[src/rtl/rom_arb_pkg.sv]
// Shared types for the two-port ROM access arbiter.
// Holds the FSM encoding, the grant index type and the sizing helper.
package rom_arb_pkg;

   typedef enum logic [1:0] {
      IDLE = 2'd0,
      WAIT = 2'd1,
      RESP = 2'd2
   } rom_arb_state_t;

   typedef logic grant_idx_t;

   // The latency counter must hold ROM_LAT and still be at least one bit wide.
   function automatic int cnt_width(input int lat);
      return (lat > 0) ? $clog2(lat + 1) : 1;
   endfunction

endpackage

[src/rtl/rom_rr_arbiter.sv]
// Two-way round-robin pick, purely combinational.
// The caller owns the last_grant register and updates it on accept.
module rom_rr_arbiter
   import rom_arb_pkg::*;
(
   input  logic [1:0] valid,
   input  grant_idx_t last_grant,
   output grant_idx_t grant,
   output logic       any_valid
);

   always_comb begin
      any_valid = |valid;
      grant     = ~last_grant;
      if (valid == 2'b11) begin
         grant = ~last_grant;
      end else if (valid[1]) begin
         grant = 1'b1;
      end else if (valid[0]) begin
         grant = 1'b0;
      end
   end

endmodule

[src/rtl/rom_access_arbiter.sv]
// Shares one synchronous-read ROM between an instruction-fetch port (0) and a
// data-load port (1). One read in flight at a time, ties resolved round-robin.
module rom_access_arbiter
   import rom_arb_pkg::*;
#(
   parameter  int DATA_LENGTH = 32,
   parameter  int MEM_DEPTH   = 32,
   parameter  int ROM_LAT     = 1,
   localparam int ADDR_W      = (MEM_DEPTH > 1) ? $clog2(MEM_DEPTH) : 1
) (
   input  logic                   clk,
   input  logic                   rst_n,
   input  logic                   req0_valid,
   input  logic [ADDR_W-1:0]      req0_addr,
   output logic                   req0_ready,
   output logic                   rsp0_valid,
   output logic [DATA_LENGTH-1:0] rsp0_data,
   input  logic                   rsp0_ready,
   input  logic                   req1_valid,
   input  logic [ADDR_W-1:0]      req1_addr,
   output logic                   req1_ready,
   output logic                   rsp1_valid,
   output logic [DATA_LENGTH-1:0] rsp1_data,
   input  logic                   rsp1_ready,
   output logic [ADDR_W-1:0]      rom_address,
   input  logic [DATA_LENGTH-1:0] rom_data,
   output rom_arb_state_t         state_dbg
);

   // Handshake rule: a transfer happens on a rising edge where valid and ready
   // are both high. Requesters hold valid and addr stable until ready; an
   // unaccepted request that drops valid is forgotten. Responses hold valid
   // and data stable until the owner's rsp_ready.

   localparam int                CNT_W    = cnt_width(ROM_LAT);
   localparam logic [CNT_W-1:0]  CNT_INIT = CNT_W'(ROM_LAT);

   rom_arb_state_t         state;
   logic [ADDR_W-1:0]      addr_q;
   logic [DATA_LENGTH-1:0] data_q;
   grant_idx_t             owner;
   grant_idx_t             last_grant;
   logic [CNT_W-1:0]       cnt;

   grant_idx_t             grant;
   logic                   any_valid;
   logic                   owner_ready;

   rom_rr_arbiter u_rr (
      .valid      ({req1_valid, req0_valid}),
      .last_grant (last_grant),
      .grant      (grant),
      .any_valid  (any_valid)
   );

   assign req0_ready  = (state == IDLE) && req0_valid && (grant == 1'b0);
   assign req1_ready  = (state == IDLE) && req1_valid && (grant == 1'b1);

   assign rsp0_valid  = (state == RESP) && (owner == 1'b0);
   assign rsp1_valid  = (state == RESP) && (owner == 1'b1);
   assign rsp0_data   = data_q;
   assign rsp1_data   = data_q;

   assign rom_address = addr_q;
   assign state_dbg   = state;
   assign owner_ready = owner ? rsp1_ready : rsp0_ready;

   always_ff @(posedge clk) begin
      if (!rst_n) begin
         state      <= IDLE;
         addr_q     <= '0;
         data_q     <= '0;
         owner      <= 1'b0;
         last_grant <= 1'b1;
         cnt        <= '0;
      end else begin
         case (state)
            IDLE: begin
               if (any_valid) begin
                  addr_q     <= grant ? req1_addr : req0_addr;
                  owner      <= grant;
                  last_grant <= grant;
                  cnt        <= CNT_INIT;
                  state      <= WAIT;
               end
            end
            WAIT: begin
               // addr_q stays put here, so the ROM sees a stable address
               // for the whole countdown.
               if (cnt != '0) begin
                  cnt <= cnt - CNT_W'(1);
               end else begin
                  data_q <= rom_data;
                  state  <= RESP;
               end
            end
            RESP: begin
               if (owner_ready) begin
                  state <= IDLE;
               end
            end
            default: state <= IDLE;
         endcase
      end
   end

   rsp_exclusive_a: assert property (@(posedge clk) disable iff (!rst_n)
      !(rsp0_valid && rsp1_valid));

   req_exclusive_a: assert property (@(posedge clk) disable iff (!rst_n)
      !(req0_ready && req1_ready));

endmodule

[config.mk]
export PLATFORM = sky130hd
export DESIGN_NAME = rom_access_arbiter
export DESIGN_NICKNAME = d
export VERILOG_FILES = /design/src/rtl/rom_arb_pkg.sv /design/src/rtl/rom_rr_arbiter.sv /design/src/rtl/rom_access_arbiter.sv
export SDC_FILE = /design/constraint.sdc
export NUM_CORES = 1
export LEC_CHECK = 0
export CAP_MARGIN = 20
export CORE_MARGIN = 2
export CORE_UTILIZATION = 39
export DETAILED_ROUTE_END_ITERATION = 16
export GPL_TIMING_DRIVEN = 0
export HOLD_SLACK_MARGIN = 0.03
export PLACE_DENSITY = 0.86
export SYNTH_ARGS = -nofsm -noshare
export SYNTH_HDL_FRONTEND = slang
export SYNTH_SLANG_ARGS = --single-unit
export TNS_END_PERCENT = 1
[constraint.sdc]
create_clock -name clk -period 2.8 [get_ports clk]
set_input_delay 0.56 -clock clk [delete_from_list [all_inputs] [get_ports clk]]
set_output_delay 0.56 -clock clk [all_outputs]
set_load 0.02 [all_outputs]
==> results of run 1 <==
-- registers in the layout, summed over array words and instances, names as in the netlist --
name         flops
owner            1
rsp0_data       32
state_dbg        2
cnt              1
last_grant       1
rom_address      5
-- worst reg2reg max path: stages, from the launching register on --
cell and delay (ns):
dfxtp_1 0.32, clkbuf_1 0.32, inv_1 0.21, a2111oi_1 0.42
nor4_1 0.11
-- through the flow --
step	instances	instance area, um^2	power, uW
2_1_floorplan	236	1900	1040
3_3_place_gp	423	3180	1320
3_5_place_dp	423	3180	1340
4_1_cts	431	3270	1730
5_1_grt	431	3270	1800
6_report	431	3270	1710
-- worst paths after layout --
path	startpoint	to	slack, ns	cells past startpoint
max	state_dbg[0]	req1_ready	0.20	5
max reg2reg	last_grant	rom_address[4]	1.29	4
min reg2reg	rsp0_data[17]	rsp0_data[17]	0.47	2
min	rsp0_data[17]	rsp0_data[17]	0.47	2
-- cell families after synthesis --
| kind of cell | count (synthesis) |
|---|---|
| AO/OA/AOI/OAI | 55 |
| buffers and inverters | 55 |
| flip-flops | 42 |
| multiplexers | 1 |
| AND/OR/NAND/NOR | 83 |
-- placed cells by master, fill, tap and decap left out --
cell type	n
nor3b_1	1
a2111oi_1	4
or3_1	1
dfxtp_1	42
buf_4	32
inv_1	6
nor4_1	5
mux2_2	1
nor3b_2	1
a211oi_1	1
a32oi_1	1
or2_2	1
nor2_1	3
clkbuf_8	6
clkbuf_2	1
or3b_1	1
buf_2	9
a2111oi_0	6
a2111oi_2	1
clkinv_2	1
o211ai_1	1
clkdlybuf4s50_1	120
nand2_1	67
or3b_2	1
or2_1	1
clkbuf_1	6
nor3_1	1
a21oi_1	41
buf_6	2
-- layout make-up --
| class | instances | area [um^2] | share of cell area [%] |
|---|---|---|---|
| repair buffers | 120 | 1200 | 36.7 |
| well taps | 67 | 83.8 | 2.56 |
| plain buffers | 49 | 332 | 10.1 |
| clock buffers | 7 | 86.3 | 2.64 |
| multi-input cells | 139 | 703 | 21.5 |
| flip-flops and latches | 42 | 841 | 25.7 |
| inverters | 6 | 22.5 | 0.688 |
| clock inverters | 1 | 5.00 | 0.153 |
-- layer usage --
metal / global-route usage, % / vias up / part of all wire [%]
met5: 0 / - / 0
met4: 5.45 / 0 / 1.1
met3: 6.31 / 7 / 8.9
met2: 35.5 / 90 / 50
met1: 22.0 / 941 / 40
li1: - / 1007 / -
-- power by group through the flow --
stage | clock [uW] | sequential (uW) | combinational (uW)
6_report | 394 | 700 | 621
5_1_grt | 428 | 707 | 667
4_1_cts | 409 | 700 | 625
3_5_place_dp | 0 | 713 | 622
3_3_place_gp | 0 | 709 | 610
2_1_floorplan | 0 | 769 | 272
==> run_results.csv, run 1 <==
group,metric,value,unit
status,status,"completed",
clock_tree,cts_tree,"built",
clock_tree,holdBufCountCts,0,
job,cap_violations,0,
logic_synthesis,synth-compound-area-share,17.7,%
logic_synthesis,yosysTopAreaCell,"dfxtp_1",
logic_synthesis,synth.area.mux_share,0.593,%
route,num_vias,2045,
route,wl_per_cell,12.8,um
power_and_ir_drop,p_per_area,524,nW/um^2
global_routing,grt_use_total,19.7,%
sta,finalClockSkew,0.00833,ns
cells_and_area,fillers,403,
cells_and_area,num_antenna_cells,0,
logic_synthesis,synth_area_per_cell,8.04,um^2
die,rows,25,
logic_synthesis,synth.most_common_cell,"nand2_1",
logic_synthesis,synth_common_cells,"nand2_1, dfxtp_1, a21oi_1",
worst_setup_path,end_kind,"primary output",
sta,hold_viol_final,0,
logic_synthesis,synth_top_family_by_area,"simple AND/OR/NAND/NOR gates",
power_and_ir_drop,p_comb_share,36.2,%
clock_tree,cts-resized-gates,0,
sta,finalCritPeriodShare,93.0,%
cells_and_area,area_growth,72.5,%
sta,rsz0062_at_grt,"false",
place,dpl_worst_slack,0.259,ns
logic_synthesis,syn_inst,236,
global_routing,grt-ovfl-total,0,
die,start_util,40.2,%
clock_tree,insertion_delay,0.29,ns
die,die_y,73.8,um
logic_synthesis,synthArstFlopShare,0,%
route,drt-total-wl,5.50,mm
sta,slew_headroom,66.4,%
logic_synthesis,synth_cell_types,26,
clock_tree,clockBufferDepth,2,
min_path,min_path_type,"reg -> reg",
worst_setup_path,crit_family,"buffers and inverters",
clock_tree,h-tree-depth,2,
route,drt-initial-drc-count,69,
global_routing,grt_max_degree,13,
cells_and_area,final_core_util,69.3,%
logic_synthesis,synth-simple-area-share,18.7,%
power_and_ir_drop,pwr-share-seq,40.8,%
clock_tree,root_buffer,"clkbuf_8",
route,ant_nets,0,
sta,worst-slew-pin-transition,0.505,ns
worst_setup_path,cp_cell_sequence,"buf_6 > nor2_1 > nand2_1 > a21oi_1 > clkdlybuf4s50_1",
worst_setup_path,crit_buf_inv,2,
sta,fmax,0.384,GHz
clock_tree,cts_setup_buffers,0,
power_and_ir_drop,p_leak,0.00126,uW
logic_synthesis,syn_nets,284,
clock_tree,clk_pin_slew,0.08,ns
sta,fin_tns_setup,0,ns
die,coreArea,4720,um^2
place,io_buffer_count,120,
power_and_ir_drop,p_int,1180,uW
worst_setup_path,crit_slowest_cell,"clkdlybuf4s50_1",
global_routing,grt_pass1_wl,8.29,mm
sta,min_period,2.60,ns
die,die_width,73.8,um
logic_synthesis,ys_ff_latch,42,
place,hpwl,4.14,mm
power_and_ir_drop,switching_share,31.4,%
logic_synthesis,ys_seq_area_share,44.3,%
worst_setup_path,worst_setup_path_start_kind,"flip-flop",
power_and_ir_drop,peakVddDrop,299,uV
clock_tree,cts_buffers,5,
route,dr.pass1.iters,4,
cells_and_area,final_nets,411,
die,dieArea,5440,um^2
power_and_ir_drop,power_switching,539,uW
logic_synthesis,synth_top_area_share,44.3,%
sta,slew_violations,0,
worst_setup_path,path_class,"reg -> out",
cells_and_area,drive_above_1_share,15.4,%
logic_synthesis,yosysWarnings,0,
logic_synthesis,syn-cell-area,1900,um^2
sta,holdWs,0.474,ns
logic_synthesis,synth-xor-area-share,0,%
worst_setup_path,cp_max_fo,10,
logic_synthesis,synth_top_flop_cell,"dfxtp_1",
worst_setup_path,critPathRequiredTime,2.24,ns
power_and_ir_drop,pwr-share-clk,23.0,%
worst_setup_path,cp.arrival,2.04,ns
logic_synthesis,synth.area.top_cells,"dfxtp_1, nand2_1, buf_4, a21oi_1, a2111oi_0",
place,place_congestion,0.776,
global_routing,first_global_vias,1841,
logic_synthesis,synth_edf_count,0,
clock_tree,cts.sinks,42,
route,viasPerCell,4.74,
worst_setup_path,slowest_delay,0.62,ns
sta,setup_viol,0,
sta,timing.final.ws_setup,0.196,ns
global_routing,antenna_found_initial,0,
logic_synthesis,synthAdderAreaFrac,0,%
die,io_pins,123,
route,drc_errors,0,
(Power assumes the default switching activity.)
==> inputs of run 2 (changes only) <==
Settings changed: TNS_END_PERCENT 1 to 10.
==> results of run 2 <==
The final DEF is identical to that of run 1; final timing and power are the same.
==> patch 1, RTL diff (config.mk and constraints of run 2) <==
The parameter `MEM_DEPTH` goes from 32 to 16.
--- a/src/rtl/rom_access_arbiter.sv
+++ b/src/rtl/rom_access_arbiter.sv
@@ -4,7 +4,7 @@
    import rom_arb_pkg::*;
 #(
    parameter  int DATA_LENGTH = 32,
-   parameter  int MEM_DEPTH   = 32,
+   parameter  int MEM_DEPTH   = 16,
    parameter  int ROM_LAT     = 1,
    localparam int ADDR_W      = (MEM_DEPTH > 1) ? $clog2(MEM_DEPTH) : 1
 ) (
Interface: changed (resized req0_addr, req1_addr and rom_address); port bits go from 123 to 120. The function was not compared with the original's and may differ.
==> patch 1 against run 2 <==
- setup slack worse by 0.064 ns
- global-route usage shrank 0.66 points
- core utilization increased by 0.62 points
- synthesized area up 2.5%
- final area increased by 1.6%
- total power rose by 0.50%
- routed wire length is 4.3% lower
- sequential cell count is 1 lower
- highest routed layer unchanged
==> patch 1: results (changes against run 2) <==
| Metric | Value |
|---|---|
| Status | finished clean (unchanged) |
| Vias in the first global route | 1794 (was 1841) |
| Cell Pwr Density | 518 nW/um2 (was 524 nW/um2) |
| CTS resizes | 1 (was 0) |
| PortBufs | 118 (was 120) |
| Peak supply drop | 0.000257 V (was 0.000299 V) |
| Worst slew pin tran | 0.447 ns (was 0.505 ns) |
| Setup slack, reg-to-reg | 1.31 ns (was 1.29 ns) |
| Layout cell share with drive strength beyond 1 | 0.144 (was 0.154) |
| Worst r2r src | state_dbg[1] (was last_grant) |
| DP Wirelength | 4210 um (was 4140 um) |
| Hold Crit Start | rsp0_data[26] (was rsp0_data[17]) |
| Reg2Reg Depth | 5 (was 4) |
| Critical Path AT | 2.11 ns (was 2.04 ns) |
| Post-synthesis sequential area ratio | 0.422 (was 0.443) |
| CP max FO | 9 (was 10) |
| DP Worst Slack | -0.121 ns (was 0.259 ns) |
| Critical Path Start | req0_valid (was state_dbg[0]) |
| Fin cells | 420 (was 431) |
| All-Layer GR Usage | 0.190 (was 0.197) |
| DRT iter0 DRCs | 76 (was 69) |
| Critical path endpoint | req0_ready (was req1_ready) |
| Endpoint of the worst hold path | rsp0_data[26] (was rsp0_data[17]) |
| FILL cells | 396 (was 403) |
| Pleak | 1.30 nW (was 1.26 nW) |
| Most common library cells after synthesis | nand2_1, dfxtp_1, a21boi_1 (was nand2_1, dfxtp_1, a21oi_1) |
| Cells after synthesis | 227 (was 236) |
| Reg2Reg Capture Point | rom_address[3] (was rom_address[4]) |
| Final WL | 5260 um (was 5500 um) |
| Vias/cell | 4.58 (was 4.74) |
## patch 1: power by group
group	leakage, nW	total [mW]	internal (mW)	switching, mW
logic	0.903	0.565	0.303	0.262
registers	0.336	0.673	0.634	0.0386
clock network	0.0585	0.485	0.291	0.194
total	1.30	1.72	1.23	0.495
## patch 1: final cells by class
| cell class | count | area, um2 | share of cell area |
|---|---|---|---|
| repair buffers | 118 | 1180 | 0.355 |
| multi-input cells | 135 | 771 | 0.232 |
| plain buffers | 47 | 339 | 0.102 |
| well taps | 67 | 83.8 | 0.0252 |
| clock inverters | 1 | 30.0 | 0.00903 |
| clock buffers | 7 | 86.3 | 0.0260 |
| flip-flops and latches | 41 | 821 | 0.247 |
| inverters | 4 | 15.0 | 0.00451 |
## patch 1: kinds of logic (layout without fill, tap and decap cells)
family / after synthesis / in the layout / synth area share
AOI/OAI and AO/OA: 51 / 51 / 0.198
buffers and inverters: 51 / 177 / 0.182
and+or+nand+nor: 82 / 82 / 0.188
muxes: 2 / 2 / 0.0103
DFF: 41 / 41 / 0.422
## patch 1: per-stage QoR
step / power [mW] / hold WS [ns] / setup TNS [ns]
after floorplan: 0.988 / 0.533 / 0
after detailed placement: 1.26 / 0.465 / -0.121
after global placement: 1.24 / 0.455 / -0.124
after CTS: 1.74 / 0.476 / 0
final: 1.72 / 0.473 / 0
after global routing: 1.81 / 0.496 / 0
## patch 1: worst reg2reg max path: cells and delay by family, from the launching register on
kind,cells,cell delay [ns]
simple gates,2,0.34
compound gates,1,0.42
flops,1,0.33
buf+inv,2,0.27
## patch 1: routing by layer
metal	global-route usage	share of wire	wire [um]	up-vias
met5	0	0	0	-
met4	0.0536	0.0093	49	0
met3	0.0388	0.069	362	5
met2	0.347	0.52	2720	72
met1	0.226	0.40	2130	872
li1	-	-	-	973
==> patch 2, RTL diff (flow settings as in run 2) <==
Without the edit above. Put one more register stage on the output `state_dbg`, without a reset. The value now appears one clock later. The other outputs are not delayed to match.
--- a/src/rtl/rom_access_arbiter.sv
+++ b/src/rtl/rom_access_arbiter.sv
@@ -62,7 +62,9 @@
    assign rsp1_data   = data_q;
 
    assign rom_address = addr_q;
-   assign state_dbg   = state;
+   always_ff @(posedge clk) begin
+      state_dbg <= state;
+   end
    assign owner_ready = owner ? rsp1_ready : rsp0_ready;
 
    always_ff @(posedge clk) begin
Behaviour: not the same (Yosys sat finds a counterexample within 4 cycles, from zero or initial values and one cycle with rst_n low).
==> patch 2 against run 2 <==
- routed wire length rose by 1.3%
- synthesized area up 2.0%
- die area grew 1.9%
- final area grew 1.3%
- setup slack got worse by 0.016 ns
- sequential cell count grew 2
- register-to-register slack got worse by 0.08 ns
- clock skew decreased by 0.0038 ns
- core utilization increased by 0.41 points
- critical endpoint unchanged
- largest cell class unchanged
- total power increased by 2.9%
- sequential share of layout area is 0.89 points higher
==> patch 2: results (changes against run 2) <==
| Metric | Value |
|---|---|
| CTS resizes | 0 (unchanged) |
| Synth unique cells | 24 (was 26) |
| Slew margin rel. | 0.690 (was 0.664) |
| All-Layer GR Usage | 0.197 (about the same) |
| Critical Path AT | 2.06 ns (was 2.04 ns) |
| Clock Skew | 0.00448 ns (was 0.00833 ns) |
| Nets | 413 (was 411) |
| Clk_lat worst skew | 0.29 ns (about the same) |
| CTS buffer count | 5 (unchanged) |
| Pleak | 1.27 nW (was 1.26 nW) |
| Routed wire per std cell | 12.9 um (was 12.8 um) |
| Layout cell share with drive strength beyond 1 | 0.148 (was 0.154) |
| Syn nets | 286 (was 284) |
| FILL cells | 408 (was 403) |
| GP Congestion | 0.845 (was 0.776) |
| DRT iter0 DRCs | 73 (was 69) |
| Most common library cells after synthesis | nand2_1, dfxtp_1, a21oi_1 (unchanged) |
| Status | finished clean (unchanged) |
| Largest net degree at the start of global routing | 14 (was 13) |
| Peak supply drop | 0.000371 V (was 0.000299 V) |
| DP Wirelength | 4220 um (was 4140 um) |
| Post-synthesis sequential area ratio | 0.455 (was 0.443) |
| Synth top area cells | dfxtp_1, nand2_1, buf_4, a21oi_1, a2111oi_0 (unchanged) |
| Vias in the first global route | 1884 (was 1841) |
| First-pass GRT wire length | 8490 um (was 8290 um) |
==> patch 2: cell count changes in the layout (fill, tap and decap cells not counted) <==
cell | run 2 | this run
dfxtp_1 | 42 | 44
clkinvlp_4 | 0 | 1
or3b_1 | 1 | 2
or3b_2 | 1 | 0
clkbuf_2 | 1 | 0
clkbuf_1 | 6 | 7
clkinv_2 | 1 | 0
==> patch 2: area by class of cell <==
class,instances,area share
repair buffers,120,0.362
flip-flops and latches,44,0.266
multi-input cells,139,0.212
plain buffers,49,0.0996
clock buffers,7,0.0260
well taps,67,0.0253
inverters,6,0.00679
clock inverters,1,0.00226
==> patch 2: path summary, 6_finish.rpt <==
kind	start	to	slack, ns	cells past startpoint
worst max-delay path	state[0]	req1_ready	0.18	5
worst min-delay path	state[0]	state_dbg[0]	0.38	0
worst max register to register	last_grant	rom_address[3]	1.21	4
worst min register to register	state[0]	state_dbg[0]	0.38	0
==> patch 2: power breakdown <==
| part | switching [mW] | leakage [nW] | internal [mW] |
|---|---|---|---|
| combinational | 0.301 | 0.861 | 0.321 |
| sequential | 0.0433 | 0.361 | 0.687 |
| clock | 0.212 | 0.0445 | 0.201 |
| total | 0.557 | 1.27 | 1.21 |
==> patch 2: logic make-up (layout without fill, tap and decap cells) <==
family	count (synthesis)	in the layout	share of synthesized area
AO/OA/AOI/OAI	55	55	0.174
flip-flops	44	44	0.455
buffers and inverters	55	183	0.182
multiplexers	1	1	0.00581
AND/OR/NAND/NOR	83	83	0.183
==> patch 2: per-stage QoR <==
stage	power [mW]	cell area (um2)	worst slack [ns]	utilization	cells
after global placement	1.35	3220	0.303	0.678	425
final	1.76	3320	0.180	0.697	433
after floorplan	1.07	1940	0.774	-	238
after detailed placement	1.37	3220	0.316	0.678	425
after global routing	1.85	3320	0.0421	0.697	433
after CTS	1.78	3320	0.173	0.697	433
==> patch 2: layer usage <==
layer	vias to the layer above	global-route usage	wire length [um]	share of wire
li1	1014	-	-	-
met1	898	0.220	2240	0.40
met2	92	0.360	2710	0.49
met3	5	0.0596	563	0.10
met4	0	0.0595	51	0.0092
met5	-	0	0	0
==> patch 2: critical path, stage by stage, from the launching register on <==
cell and delay [ns]:
dfxtp_1 0.33, buf_6 0.14, nor2_1 0.39, nand2_1 0.14, a21oi_1 0.14, clkdlybuf4s50_1 0.63
